<file path="src/rtl/float_fxp_pkg.sv">
// Shared constants and FSM encoding for the float -> fixed-point converter.
package float_fxp_pkg;

  localparam int FLOAT_BIAS = 127;
  localparam int MANT_W     = 23;
  localparam int EXP_W      = 8;
  localparam int FXP_W      = 32;

  localparam logic [FXP_W-1:0] FXP_MAX = 32'h7FFF_FFFF;
  localparam logic [FXP_W-1:0] FXP_MIN = 32'h8000_0000;

  typedef enum logic [1:0] {
    IDLE = 2'd0,
    CALC = 2'd1,
    DONE = 2'd2
  } state_t;

endpackage

</file>
<file path="src/rtl/float_to_fxp_if.sv">
// Request/result bundle between a requester (master) and the converter (slave).
interface float_to_fxp_if;
  logic        start;
  logic [31:0] float_in;
  logic [31:0] fxp_out;
  logic        ready;

  modport master (output start, output float_in, input fxp_out, input ready);
  modport slave  (input start, input float_in, output fxp_out, output ready);
endinterface

</file>
<file path="src/rtl/float_to_fxp_core.sv">
// Combinational IEEE-754 single -> signed fixed-point conversion with
// truncation toward zero and saturation.
import float_fxp_pkg::*;

module float_to_fxp_core #(
  parameter int FRAC_BITS = 16
) (
  input  logic [31:0] float_i,
  output logic [31:0] fxp_o
);

  logic              sign;
  logic [EXP_W-1:0]  e;
  logic [MANT_W-1:0] mant;
  logic [MANT_W:0]   m;
  int                sh;
  logic [FXP_W-1:0]  mag;
  logic              ovf;

  assign sign = float_i[31];
  assign e    = float_i[30:23];
  assign mant = float_i[22:0];
  assign m    = {1'b1, mant};

  // Barrel shift of the significand; any left shift past 8 pushes the
  // hidden one beyond bit 31, so that is flagged as overflow directly.
  always_comb begin
    mag = '0;
    ovf = 1'b0;
    sh  = int'(e) - FLOAT_BIAS - MANT_W + FRAC_BITS;
    if (sh >= 0) begin
      if (sh > (FXP_W - 1 - MANT_W)) ovf = 1'b1;
      else                           mag = {8'b0, m} << sh[3:0];
    end else if (sh > -(MANT_W + 1)) begin
      mag = {8'b0, m} >> 5'(-sh);
    end
  end

  // Special encodings, saturation, then sign application.
  always_comb begin
    fxp_o = '0;
    if (e == '0) begin
      fxp_o = '0;
    end else if (e == '1) begin
      fxp_o = (mant != '0 || !sign) ? FXP_MAX : FXP_MIN;
    end else if (!sign) begin
      fxp_o = (ovf || mag[31]) ? FXP_MAX : mag;
    end else begin
      // -2^31 is representable, so only strictly larger magnitudes clamp.
      fxp_o = (ovf || mag > FXP_MIN) ? FXP_MIN : -mag;
    end
  end

endmodule

</file>
<file path="src/rtl/float_to_fxp.sv">
// Handshaked float -> fixed-point stage: capture in IDLE, convert in CALC,
// hold the result with ready high in DONE until start drops.
import float_fxp_pkg::*;

module float_to_fxp #(
  parameter int FRAC_BITS = 16
) (
  input  logic         clk,
  input  logic         rst,
  float_to_fxp_if.slave bus
);

  state_t      state_q, state_d;
  logic [31:0] cap_q, cap_d;
  logic [31:0] fxp_q, fxp_d;
  logic        ready_q, ready_d;
  logic [31:0] conv;

  float_to_fxp_core #(.FRAC_BITS(FRAC_BITS)) u_core (
    .float_i (cap_q),
    .fxp_o   (conv)
  );

  // State and datapath registers; reset discards any conversion in flight.
  always_ff @(posedge clk or negedge rst) begin
    if (!rst) begin
      state_q <= IDLE;
      cap_q   <= '0;
      fxp_q   <= '0;
      ready_q <= 1'b0;
    end else begin
      state_q <= state_d;
      cap_q   <= cap_d;
      fxp_q   <= fxp_d;
      ready_q <= ready_d;
    end
  end

  // Next-state: one conversion per start pulse, start must drop to re-arm.
  always_comb begin
    state_d = state_q;
    case (state_q)
      IDLE:    if (bus.start) state_d = CALC;
      CALC:    state_d = DONE;
      DONE:    if (!bus.start) state_d = IDLE;
      default: state_d = IDLE;
    endcase
  end

  // Register next values: capture operand on accept, latch result out of CALC.
  always_comb begin
    cap_d   = cap_q;
    fxp_d   = fxp_q;
    ready_d = (state_d == DONE);
    if (state_q == IDLE && bus.start) cap_d = bus.float_in;
    if (state_q == CALC)              fxp_d = conv;
  end

  assign bus.fxp_out = fxp_q;
  assign bus.ready   = ready_q;

endmodule

</file>
<file path="src/flat_wrapper.sv">
// flat-port wrapper written by rule: the top's interface ports become plain ports
module float_to_fxp_flat 
#(
  parameter int FRAC_BITS = 16
)
  (clk, rst, bus_start, bus_float_in, bus_fxp_out, bus_ready);
  float_to_fxp_if bus_i ();
  input  logic clk;
  input  logic rst;
  input wire logic [$bits(bus_i.start)-1:0] bus_start;
  input wire logic [$bits(bus_i.float_in)-1:0] bus_float_in;
  output wire logic [$bits(bus_i.fxp_out)-1:0] bus_fxp_out;
  output wire logic [$bits(bus_i.ready)-1:0] bus_ready;
  assign bus_i.start = bus_start;
  assign bus_i.float_in = bus_float_in;
  assign bus_fxp_out = bus_i.fxp_out;
  assign bus_ready = bus_i.ready;
  float_to_fxp #(.FRAC_BITS(FRAC_BITS)) u_core (.clk(clk), .rst(rst), .bus(bus_i));
endmodule
</file>
<file path="config.mk">
export PLATFORM = sky130hd
export DESIGN_NAME = float_to_fxp_flat
export DESIGN_NICKNAME = d
export VERILOG_FILES = /design/src/rtl/float_fxp_pkg.sv /design/src/rtl/float_to_fxp_if.sv /design/src/rtl/float_to_fxp_core.sv /design/src/rtl/float_to_fxp.sv /design/src/flat_wrapper.sv
export SDC_FILE = /design/constraint.sdc
export NUM_CORES = 1
export LEC_CHECK = 0
export BUFFER_PORTS_ARGS = -buffer_cell sky130_fd_sc_hd__buf_2
export CORE_ASPECT_RATIO = 0.9
export CORE_MARGIN = 2
export CORE_UTILIZATION = 30
export CTS_CLUSTER_DIAMETER = 120
export DETAILED_ROUTE_END_ITERATION = 10
export PLACE_DENSITY_LB_ADDON = 0.05
export SKIP_CTS_REPAIR_TIMING = 1
export SYNTH_ARGS = -nofsm -noshare
export SYNTH_HDL_FRONTEND = slang
export SYNTH_SLANG_ARGS = --single-unit
</file>
<file path="constraint.sdc">
create_clock -name clk -period 17.6 [get_ports clk]
set_clock_uncertainty 0.2 [all_clocks]
set_input_delay 3.52 -clock clk [delete_from_list [all_inputs] [get_ports clk]]
set_output_delay 3.52 -clock clk [all_outputs]
set_load 0.02 [all_outputs]
</file>
## After elaboration in Yosys (flattened, before gate mapping)

Cells that the tools add are included.

- Register bits after elaboration: 67

- $add $sub $neg: 5
- Magnitude comparators: 4
- Equality and inequality tests: 4
- Shifts and indexed selects: 2
- Mux-type cells: 14
- Reductions and logical operators: 8

Operator list:

| cell | count |
|---|---|
| $mux W32 | 9 |
| $add A32 B6 Y32 const B | 1 |
| $ge A32 B1 Y1 const B | 1 |
| $gt A32 B32 Y1 const B | 1 |
| $gt A32 B5 Y1 const B | 1 |
| $gt A32 B6 Y1 const B | 1 |
| $neg A32 Y32 | 1 |
| $shl A24 B4 Y32 | 1 |
| $shr A24 B5 Y32 | 1 |
| $sub A32 B6 Y32 const B | 1 |
| $reduce_bool A23 Y1 | 1 |
| $sub A8 B7 Y9 const B | 1 |
| $eq A8 B8 Y1 const B | 1 |
| $logic_not A8 Y1 | 1 |
| $pmux W2 S3 | 1 |
| $neg A5 Y5 | 1 |
| $eq A2 B2 Y1 const B | 2 |
| $mux W2 | 2 |
| $logic_or A1 B1 Y1 | 3 |
| $eq A2 B1 Y1 const B | 1 |
| $logic_not A2 Y1 | 1 |
| $mux W1 | 2 |
| $logic_and A1 B1 Y1 | 1 |
| $logic_not A1 Y1 | 1 |

## Longest topological paths before layout

Gate-level depths: netlist of the first run.

- Depth in word-level cells: 13
- Gate-level depth with buffers: 27
- Gate-level depth less buffers: 22

## Modules after synthesis

Synthesis of the first run repeated with hierarchy kept, for this count alone.

- Cell total of the unflattened synthesis: 779
- Area total of the unflattened synthesis: 7474.7 µm²

Modules (own cells, without submodules):

| module | instances | cells an instance | area an instance (µm²) |
|---|---|---|---|
| float_to_fxp_core | 1 | 636 | 4953.5 |
| float_to_fxp | 1 | 143 | 2521.2 |

## Worst setup path after synthesis of the first run

OpenSTA, ideal clock, no wires.

- Path type: flip-flop to flip-flop
- From: reg u_core.cap_q[23]
- To: reg u_core.fxp_q[12], in the netlist u_core.bus.fxp_out[12]
- Data arrival time: 5.735 ns
- Setup slack: 11.539 ns
- Stages on the path, launching flop included: 26
- Path buffers: 6
- Clock period less this slack: 6.061 ns
- Path through: dfrtp_1 buf_2 inv_1 buf_1 clkbuf_1 ha_1 nor2b_1 buf_2 and2_1 nor3_2 nand3_1 ha_1 nor4b_1 o2111ai_1 a221o_1 or3_1 buf_2 nor2_2 a21oi_1 ha_1 o31ai_4 nor4_2 a31oi_4 a21boi_4 buf_4 a221o_1

- Cells in the longest elaborated chain, start to end: 13
- Elaborated cells between the ends (all ways): 25

RTL lines:

| item | RTL line | text |
|---|---|---|
| start: declaration | float_to_fxp.sv:14 | `logic [31:0] cap_q, cap_d;` |
| start signal: assignment | float_to_fxp.sv:33 | `cap_q <= cap_d;` |
| $sub A8 B7 Y9 | float_to_fxp_core.sv:30 | `sh = int'(e) - FLOAT_BIAS - MANT_W + FRAC_BITS;` |
| $sub A32 B6 Y32 | float_to_fxp_core.sv:30 |  |
| $add A32 B6 Y32 | float_to_fxp_core.sv:30 |  |
| $neg A5 Y5 | float_to_fxp_core.sv:35 | `mag = {8'b0, m} >> 5'(-sh);` |
| $shr A24 B5 Y32 | float_to_fxp_core.sv:35 |  |
| $mux W32 | float_to_fxp_core.sv:34 | `end else if (sh > -(MANT_W + 1)) begin` |
| $mux W32 | float_to_fxp_core.sv:31 | `if (sh >= 0) begin` |
| $gt A32 B32 Y1 | float_to_fxp_core.sv:50 | `fxp_o = (ovf \|\| mag > FXP_MIN) ? FXP_MIN : -mag;` |
| $logic_or A1 B1 Y1 | float_to_fxp_core.sv:50 |  |
| $mux W32 | float_to_fxp_core.sv:50 |  |
| $mux W32 | float_to_fxp_core.sv:46 | `end else if (!sign) begin` |
| $mux W32 | float_to_fxp_core.sv:44 | `end else if (e == '1) begin` |
| $mux W32 (*) | float_to_fxp_core.sv:42 | `if (e == '0) begin` |
| end signal: assignment | float_to_fxp.sv:34 | `fxp_q <= fxp_d;` |
| end: declaration | float_to_fxp.sv:15 | `logic [31:0] fxp_q, fxp_d;` |

Mark *: on every way between the ends. The rest lies on a longest branch, timed or not.
A chain may end at the register's enable or synchronous reset.

## Final worst setup path of the first run

- From: reg u_core.cap_q[23]
- To: reg u_core.fxp_q[25], in the netlist u_core.bus.fxp_out[25]

The elaborated chain is that of the path after synthesis.

==> results of run 1 <==
## metal layers
layer / GRT usage, % / vias to the layer above / part of all wire (%)
met5: 0 / - / 0
li1: - / 3724 / -
met1: 33.5 / 3877 / 49
met2: 36.2 / 276 / 45
met4: 4.96 / 0 / 1.5
met3: 2.82 / 37 / 5.3
## registers in the layout (all words and copies together), names as in the netlist
name / flops
u_core.bus.ready: 1
u_core.state_q: 2
u_core.bus.fxp_out: 32
u_core.cap_q: 32
## logic make-up (layout without fill, tap and decap cells)
logic type | Yosys count | after routing | synth area share, %
muxes | 130 | 130 | 20.1
AOI/OAI and AO/OA | 273 | 273 | 24.0
buffers and inverters | 87 | 117 | 5.27
and+or+nand+nor | 360 | 360 | 23.1
adders and majority gates | 14 | 14 | 2.20
xor gates and xnor gates | 33 | 33 | 4.28
DFF | 67 | 67 | 21.1
## synth_stat cells (all sizes together) (5+ instances only)
cell | number | area (um^2)
a31oi | 13 | 96.3
mux4 | 18 | 405
dfrtp | 67 | 1680
mux2 | 55 | 619
a211oi | 12 | 95.1
o31ai | 6 | 58.8
nor4 | 14 | 100
nor3 | 32 | 186
a32oi | 7 | 61.3
a221o | 19 | 190
ha | 14 | 175
buf | 43 | 254
a21oi | 71 | 367
xnor2 | 20 | 183
nand4 | 19 | 134
and2 | 14 | 87.6
and3 | 5 | 31.3
o21a | 7 | 52.6
mux2i | 57 | 571
or4 | 6 | 45.0
o211ai | 9 | 67.6
nor3b | 6 | 50.1
nand3 | 38 | 200
nand3b | 5 | 37.5
o21ai | 51 | 255
nand2b | 9 | 56.3
or3 | 6 | 42.5
or2 | 6 | 37.5
nor2b | 6 | 37.5
a22oi | 14 | 105
a21o | 7 | 52.6
a22o | 5 | 43.8
o22ai | 8 | 50.1
nand2 | 93 | 352
xor2 | 11 | 111
clkbuf | 28 | 105
nor2 | 92 | 348
a21boi | 6 | 56.3
inv | 16 | 60.1
## per-stage QoR
| step | util (%) | worst slack (ns) | hold slack [ns] |
|---|---|---|---|
| 4_1_cts | 33.8 | 10.49 | 0.298 |
| 2_1_floorplan | - | 11.54 | 0.316 |
| 3_3_place_gp | 32.7 | 10.48 | 0.277 |
| 3_5_place_dp | 32.7 | 10.53 | 0.284 |
| 5_1_grt | 33.8 | 9.92 | 0.323 |
| 6_report | 33.8 | 10.39 | 0.295 |
## final timing paths
| check | slack, ns | endpoint | depth (start not counted) | startpoint |
|---|---|---|---|---|
| min | 0.29 | u_core.bus.fxp_out[20]$_DFFE_PN0P_ | 2 | u_core.bus.fxp_out[20]$_DFFE_PN0P_ |
| min in group asynchronous | 2.88 | u_core.cap_q[25]$_DFFE_PN0P_ | 1 | rst |
| max in group asynchronous | 13.43 | u_core.bus.fxp_out[15]$_DFFE_PN0P_ | 2 | rst |
| max | 10.39 | u_core.bus.fxp_out[25]$_DFFE_PN0P_ | 19 | u_core.cap_q[23]$_DFFE_PN0P_ |
| max reg2reg | 10.39 | u_core.bus.fxp_out[25]$_DFFE_PN0P_ | 19 | u_core.cap_q[23]$_DFFE_PN0P_ |
| min reg2reg | 0.29 | u_core.bus.fxp_out[20]$_DFFE_PN0P_ | 2 | u_core.bus.fxp_out[20]$_DFFE_PN0P_ |
## worst min-delay path, delay by kind of cell (launching register included)
kind / cells / cell delay (ns)
AO/OA/AOI/OAI: 2 / 0.12
flip-flops: 1 / 0.34
## area by class of cell
| type | instances | area (um^2) | share of cell area (%) |
|---|---|---|---|
| inverter | 16 | 60.1 | 0.681 |
| timing repair buffer | 85 | 473 | 5.36 |
| tap | 348 | 435 | 4.94 |
| clock inverter | 5 | 36.3 | 0.412 |
| multi-input combinational | 810 | 5880 | 66.7 |
| clock buffer | 11 | 253 | 2.87 |
| sequential | 67 | 1680 | 19.0 |
==> summary.md, run 1 <==
| Metric | Value |
|---|---|
| Clock Tree Buf Depth | 2 |
| Placed Instances | approximately 1300 |
| Drt drc | 0 |
| Dominant synthesized flop cell | dfrtp_1 |
| Largest net degree at the start of global routing | a little under 60 |
| Placeable Area | 0.0261 mm^2 |
| Share of post-route cells with drive strength above 1 | 20.9% |
| Commonest cells after routing, fill and taps aside | nand2_1 (92), nor2_1 (91), a21oi_1 (68), buf_2 (66), dfrtp_1 (66) |
| Clk root buf | clkbuf_16 |
| CP Data Required Time | ~18 ns |
| Routability cong. | 0.923 |
| Startpoint types | flip-flop |
| Max frequency | around 0.14 GHz |
| Finished Layout Cells | 1342 |
| Area delta synth->final | 10.9% |
| Sequential area share after synthesis | approximately a fifth |
| GRT Util Overall | 22.9% |
| # clock sinks | 67 |
| Die Wd | roughly 180 um |
| Async set-reset flop share out of synthesis | 100% |
| Family with the most delay on the worst path | simple AND/OR/NAND/NOR gates |
| Global-route wire length before repair | roughly 48000 um |
| Final period util | around two fifths |
| CP Capture Type | flip-flop |
| RSZ-0062 raised after global routing | false |
| Cell count after synthesis | slightly below 1000 |
| Die H | approximately 160 um |
| Arrival time of the worst setup path | around 7.3 ns |
| Worst path bufs/invs | 2 |
| Avg Cell Area, Syn | around 8.2 um^2 |
| Starting DRT DRC Count | about 750 |
| Critical path's largest stage delay | roughly 0.73 ns |
| Total wire length | 31400 um |
| Starting Density | a little under a third |
| FILL cells | approximately 2800 |
| Final hold vios | 0 |
| IO Count | a little under 70 |
| Final ANT Viol Nets | 0 |
| DR vias/cell | roughly 6 |
| Reg clk slew, reported paths | around 0.06 ns |
| Status | finished, final reports clean |
| Max H-tree Level | 3 |
| Final Setup Violations | 0 |
| Final Max Tran Viols | 0 |
| Row count | 56 |
| Slew headroom | about 26% |
| Vias in the first global route | ~7600 |
| Worst min path class | reg -> reg |
| CTS tree | done |
| Antenna violations before repair | 0 |
| Area after DPL | ~0.0085 mm^2 |
| Number of synthesized flops with an enable pin | 0 |
| Library cells used by synthesis | just over 90 |
| Die footprint | between 0.02 and 0.03 mm^2 |
| CP max FO | 57 |
| Via count | slightly below 8000 |
| CP Cell Sequence | buf_4, inv_1, ha_2, nor2b_1, and2_1, nor3_2, nand3_1, ha_1, nor4_1, nand2_1, nor3_1, nand3_1, a2111o_1, a21oi_1, a2111oi_0, nand4bb_1, or4_1, or4_1, a22oi_1 |
| Syn Nets | 1013 |
| Yosys Warn Count | 0 |
| Leading cell type in the layout, fill and taps excluded | nand2_1 |
| 1st-pass router iterations | 5 |
| Synth Cell Area | 0.00795 mm^2 |
| Routed len/inst | between 20 and 25 um |
| WS Path Type | reg -> reg |
| Max Cap Viol | 0 |
| Port Buf Inserts | 67 |
| Synth Register Bits | 67 |
| Min Tclk post-route | ~7.2 ns |
| Clock Latency Late Sink | around 0.35 ns |
| # nets final | 1038 |
| Antenna diode count | 0 |
| Slowest-stage cell, CP | or4_1 |
| Setup TNS Final | 0 ns |
| CTS Buf Count | 9 |
| HPWL Detailed | 24300 um |
| Finished Cell Area | 0.00882 mm^2 |
| Worst-Margin Slew | between 1 and 1.5 ns |
| Remaining Overflow, GRT | 0 |
Power of run 1 is not shown: default switching activity piles up to over one toggle a cycle in this logic, so the estimate is an artifact.
==> inputs of run 2 (changes only) <==
clock period = 5.8 ns   (was 17.6 ns; I/O delays follow)
==> summary.md, run 2 (synthesis results as in run 1) <==
| Metric | Value |
|---|---|
| Die H | 158 um (unchanged) |
| CTS tree | done |
| CP Data Required Time | 5.84 ns (-11.83 ns) |
| Worst-Margin Slew | 0.940 ns (-0.174 ns) |
| Die Wd | 176 um (unchanged) |
| Max frequency | 0.180 GHz (+30%) |
| Leading cell type in the layout, fill and taps excluded | nand2_1 |
| Antenna diode count | 0 (unchanged) |
| Layout Utilization | 35.1% (+1.3 points) |
| Reg clk slew, reported paths | 0.06 ns (about the same) |
| Clk root buf | clkbuf_16 |
| Max H-tree Level | 3 (unchanged) |
| Port Buf Inserts | 67 (unchanged) |
| Total wire length | 31200 um (-0.55%) |
| Final period util | 96.0% (+55 points) |
| Arrival time of the worst setup path | 5.61 ns (-1.67 ns) |
| Global-route wire length before repair | 47600 um (-1.8%) |
| RSZ-0062 raised after global routing | false |
| CTS Buf Count | 9 (unchanged) |
| WS Path Type | reg -> reg |
| Starting Density | 30.5% (unchanged) |
| Final Setup Violations | 0 (unchanged) |
| Placed Instances | 1363 (+2.8%) |
| Area delta synth->final | 15.3% |
| Remaining Overflow, GRT | 0 (unchanged) |
| Largest net degree at the start of global routing | 68 (+17%) |
| CP Capture Type | flip-flop |
| Startpoint types | flip-flop |
| Drt drc | 0 (unchanged) |
| Via count | 7979 (+0.82%) |
| IO Count | 68 (unchanged) |
| CP max FO | 10 (-82%) |
| Hold_ws | 0.287 ns (-0.00787 ns) |
| Share of post-route cells with drive strength above 1 | 24.3% (+3.4 points) |
| Final Max Tran Viols | 0 (unchanged) |
| Starting DRT DRC Count | 707 (-5.6%) |
| Row count | 56 (unchanged) |
| Clock Latency Late Sink | 0.36 ns (about the same) |
| Min Tclk post-route | 5.57 ns (-1.64 ns) |
| Antenna violations before repair | 0 (unchanged) |
| Final hold vios | 0 (unchanged) |
| Slew headroom | 37.3% (+12 points) |
| # nets final | 1075 (+3.6%) |
| 1st-pass router iterations | 5 (unchanged) |
| Commonest cells after routing, fill and taps aside | nand2_1 (92), nor2_1 (90), a21oi_1 (68), buf_2 (66), dfrtp_1 (64) |
| Routed len/inst | 22.6 um (-3.2%) |
| Finished Layout Cells | 1379 (+2.8%) |
| Routability cong. | 0.927 (+0.37%) |
| Die footprint | 0.0278 mm^2 (unchanged) |
| Vias in the first global route | 7698 (+1.7%) |
| Placeable Area | 0.0261 mm^2 (unchanged) |
| DR vias/cell | 5.79 (-1.9%) |
| Status | finished, final reports clean |
| Worst min path class | reg -> reg |
| HPWL Detailed | 24200 um (about the same) |
| Final ANT Viol Nets | 0 (unchanged) |
| GRT Util Overall | 22.8% (-0.16 points) |
| # clock sinks | 67 (unchanged) |
| Setup TNS Final | 0 ns (unchanged) |
| Max Cap Viol | 0 (unchanged) |
| Clock Tree Buf Depth | 2 (unchanged) |
run 2: changes by cell type in the layout (fill, tap and decap cells not counted), sizes merged:
cell / delta
bufinv: +1
clkbuf: -2
inv: -1
buf: +37
clkinv: +2
run 2: area by class of cell:
cell class	instances	area, um^2
Clock buffer	9	225
Clock inverter	7	78.8
Fill cell	2808	16900
Inverter	16	60.1
Multi-Input combinational cell	810	5920
Sequential cell	67	1680
Tap cell	348	435
Timing Repair Buffer	122	763
run 2: layer usage:
metal  wire [um]  track usage, %  share of wire (%)
met4         626            6.34                2.0
met2       13900            35.6                 45
met1       14700            32.2                 47
met5           0               0                  0
met3        1960            4.13                6.3
run 2: worst paths after layout:
| check | slack (ns) | start | cells after the start | to |
|---|---|---|---|---|
| max | 0.23 | u_core.cap_q[23]$_DFFE_PN0P_ | 18 | u_core.bus.fxp_out[14]$_DFFE_PN0P_ |
| min reg2reg | 0.29 | u_core.bus.fxp_out[11]$_DFFE_PN0P_ | 2 | u_core.bus.fxp_out[11]$_DFFE_PN0P_ |
| max in group asynchronous | 4.03 | rst | 1 | u_core.bus.fxp_out[3]$_DFFE_PN0P_ |
| min in group asynchronous | 0.70 | rst | 1 | u_core.cap_q[30]$_DFFE_PN0P_ |
| min | 0.29 | u_core.bus.fxp_out[11]$_DFFE_PN0P_ | 2 | u_core.bus.fxp_out[11]$_DFFE_PN0P_ |
| max reg2reg | 0.23 | u_core.cap_q[23]$_DFFE_PN0P_ | 18 | u_core.bus.fxp_out[14]$_DFFE_PN0P_ |
run 2: critical path, cell delays in order (launching register included):
cell and delay, ns:
dfrtp_2 0.45, ha_4 0.21, nand3_2 0.14, o21a_1 0.30, or2_1 0.30, nor2_2 0.23
nand3_1 0.11, ha_1 0.31, nor4b_1 0.30, o2111ai_1 0.20, a221o_1 0.36, a21oi_2 0.39
buf_4 0.28, nand2_1 0.08, and2_0 0.32, nor2_1 0.50, buf_4 0.28, a22oi_1 0.13
a221o_1 0.36
run 2: stage by stage:
step	area (um^2)	setup slack (ns)
floorplan	7950	0.0510
global placement	8820	0.115
detailed placement	8820	0.0810
CTS	9130	0.0223
global route	9160	0.000745
finish	9160	0.234
Power of run 2 is left out for the same reason.
==> inputs of run 3 (changes only) <==
CTS_BUF_LIST = sky130_fd_sc_hd__clkbuf_16   (was default)
MAX_ROUTING_LAYER = met4   (was default)
PLACE_DENSITY_LB_ADDON = default   (was 0.05)
==> summary.md, run 3 (synthesis results as in run 1) <==
| Metric | Value |
|---|---|
| GR Util met1 | 28.9% (-3.3 points) |
| GRT Util Overall | 21.8% (-0.98 points) |
| Worst min path class | reg -> reg |
| # clock sinks | 67 (unchanged) |
| Die H | 158 um (unchanged) |
| Commonest cells after routing, fill and taps aside | nand2_1 (92), nor2_1 (90), a21oi_1 (68), buf_2 (66), dfrtp_1 (65) |
| Final Max Tran Viols | 0 (unchanged) |
| Antenna diode count | 0 (unchanged) |
| 1st-pass router iterations | 5 (unchanged) |
| Starting DRT DRC Count | 747 (+5.7%) |
| Slew headroom | 34.4% (-2.9 points) |
| Final Setup Violations | 0 (unchanged) |
| Clock Latency Late Sink | 0.35 ns (about the same) |
| DR vias/cell | 5.88 (+1.6%) |
| CTS tree | done |
| # nets final | 1079 (+0.37%) |
| Area delta synth->final | 14.8% |
| Min Tclk post-route | 5.52 ns (-0.0454 ns) |
| Met3 GRT Util | 3.82% (-0.31 points) |
| Global-route wire length before repair | 45400 um (-4.6%) |
| Reg clk slew, reported paths | 0.07 ns (about the same) |
| Largest net degree at the start of global routing | 68 (unchanged) |
| Share of post-route cells with drive strength above 1 | 24.3% (about the same) |
| CP Capture Type | flip-flop |
| Clock Tree Buf Depth | 2 (unchanged) |
| Final period util | 95.2% (-0.78 points) |
| Starting Density | 30.5% (unchanged) |
| Antenna violations before repair | 0 (unchanged) |
| Remaining Overflow, GRT | 0 (unchanged) |
| HPWL Detailed | 22600 um (-6.8%) |
| Worst-Margin Slew | 0.978 ns (+0.0381 ns) |
| Via count | 8134 (+1.9%) |
| Leading cell type in the layout, fill and taps excluded | nand2_1 |
| Arrival time of the worst setup path | 5.56 ns (-0.05 ns) |
| Routed len/inst | 21.1 um (-6.9%) |
| Die Wd | 176 um (unchanged) |
| GRT met2 Usage | 33.7% (-1.9 points) |
| Final hold vios | 0 (unchanged) |
| Max Cap Viol | 0 (unchanged) |
| CTS Buf Count | 9 (unchanged) |
| Port Buf Inserts | 67 (unchanged) |
| Max H-tree Level | 3 (unchanged) |
| Routability cong. | 1.02 (+10%) |
| Final ANT Viol Nets | 0 (unchanged) |
| Row count | 56 (unchanged) |
| IO Count | 68 (unchanged) |
| WS Path Type | reg -> reg |
| Vias in the first global route | 7874 (+2.3%) |
| Total wire length | 29200 um (-6.6%) |
| CP Data Required Time | 5.84 ns (about the same) |
| Max frequency | 0.181 GHz (+0.82%) |
| Startpoint types | flip-flop |
| RSZ-0062 raised after global routing | false |
| GR peak layer | met2 |
| Setup TNS Final | 0 ns (unchanged) |
| CP max FO | 10 (unchanged) |
| Status | finished, final reports clean |
| Die footprint | 0.0278 mm^2 (unchanged) |
| Clk root buf | clkbuf_16 |
| Placeable Area | 0.0261 mm^2 (unchanged) |
| Drt drc | 0 (unchanged) |
==> run 3: changes by cell type in the layout (fill, tap and decap cells not counted), sizes merged <==
cell      before  now
inv           16   18
bufinv         1    0
clkinvlp       3    2
buf          122  126
==> run 3: stage by stage <==
stage | instance area, um^2 | std cells | setup WS [ns] | utilization [%] | hold slack, ns
finish | 9120 | 1383 | 0.280 | 35.0 | 0.293
global route | 9120 | 1383 | 0.0136 | 35.0 | 0.313
CTS | 9100 | 1383 | 0.212 | 34.9 | 0.299
detailed placement | 8830 | 1367 | 0.274 | 33.9 | 0.280
global placement | 8830 | 1367 | 0.233 | 33.9 | 0.281
floorplan | 7950 | 964 | 0.0510 | - | 0.316
==> run 3: cell type report <==
type                    count  area, um^2
flip-flops and latches     67        1680
multi-input cells         810        5880
well taps                 348         435
fillers                  2740       16900
repair buffers            126         793
clock inverters             7        51.3
inverters                  16        60.1
clock buffers               9         225
==> run 3: path summary, 6_finish.rpt <==
path,slack [ns],to,cells after the start,start
min in group asynchronous,0.73,u_core.cap_q[0]$_DFFE_PN0P_,1,rst
min reg2reg,0.29,u_core.bus.fxp_out[24]$_DFFE_PN0P_,2,u_core.bus.fxp_out[24]$_DFFE_PN0P_
max in group asynchronous,4.03,u_core.cap_q[23]$_DFFE_PN0P_,1,rst
min,0.29,u_core.bus.fxp_out[24]$_DFFE_PN0P_,2,u_core.bus.fxp_out[24]$_DFFE_PN0P_
max reg2reg,0.28,u_core.bus.fxp_out[16]$_DFFE_PN0P_,22,u_core.cap_q[24]$_DFFE_PN0P_
max,0.28,u_core.bus.fxp_out[16]$_DFFE_PN0P_,22,u_core.cap_q[24]$_DFFE_PN0P_
==> run 3: worst max-delay path, stage by stage (launching register included) <==
cell and delay, ns:
dfrtp_2 0.49, ha_1 0.23, buf_4 0.18, xor2_1 0.17, o22ai_1 0.25, nand3_1 0.16
nor2_2 0.21, nand3_1 0.10, ha_1 0.31, nor4b_1 0.29, o2111ai_1 0.20, a221o_1 0.32
or3_1 0.41, nor2_2 0.19, a21oi_1 0.15, ha_1 0.31, o31ai_4 0.12, inv_2 0.07
nand3_2 0.22, or3b_1 0.20, xor2_1 0.15, a22oi_1 0.12, a221o_1 0.36
==> run 3: routing by layer <==
layer  part of all wire, %  wire (um)
met3                   6.9       2010
met2                    45      13100
met5                     0          0
met1                    45      13200
met4                   3.0        870
Power of run 3 is left out for the same reason.
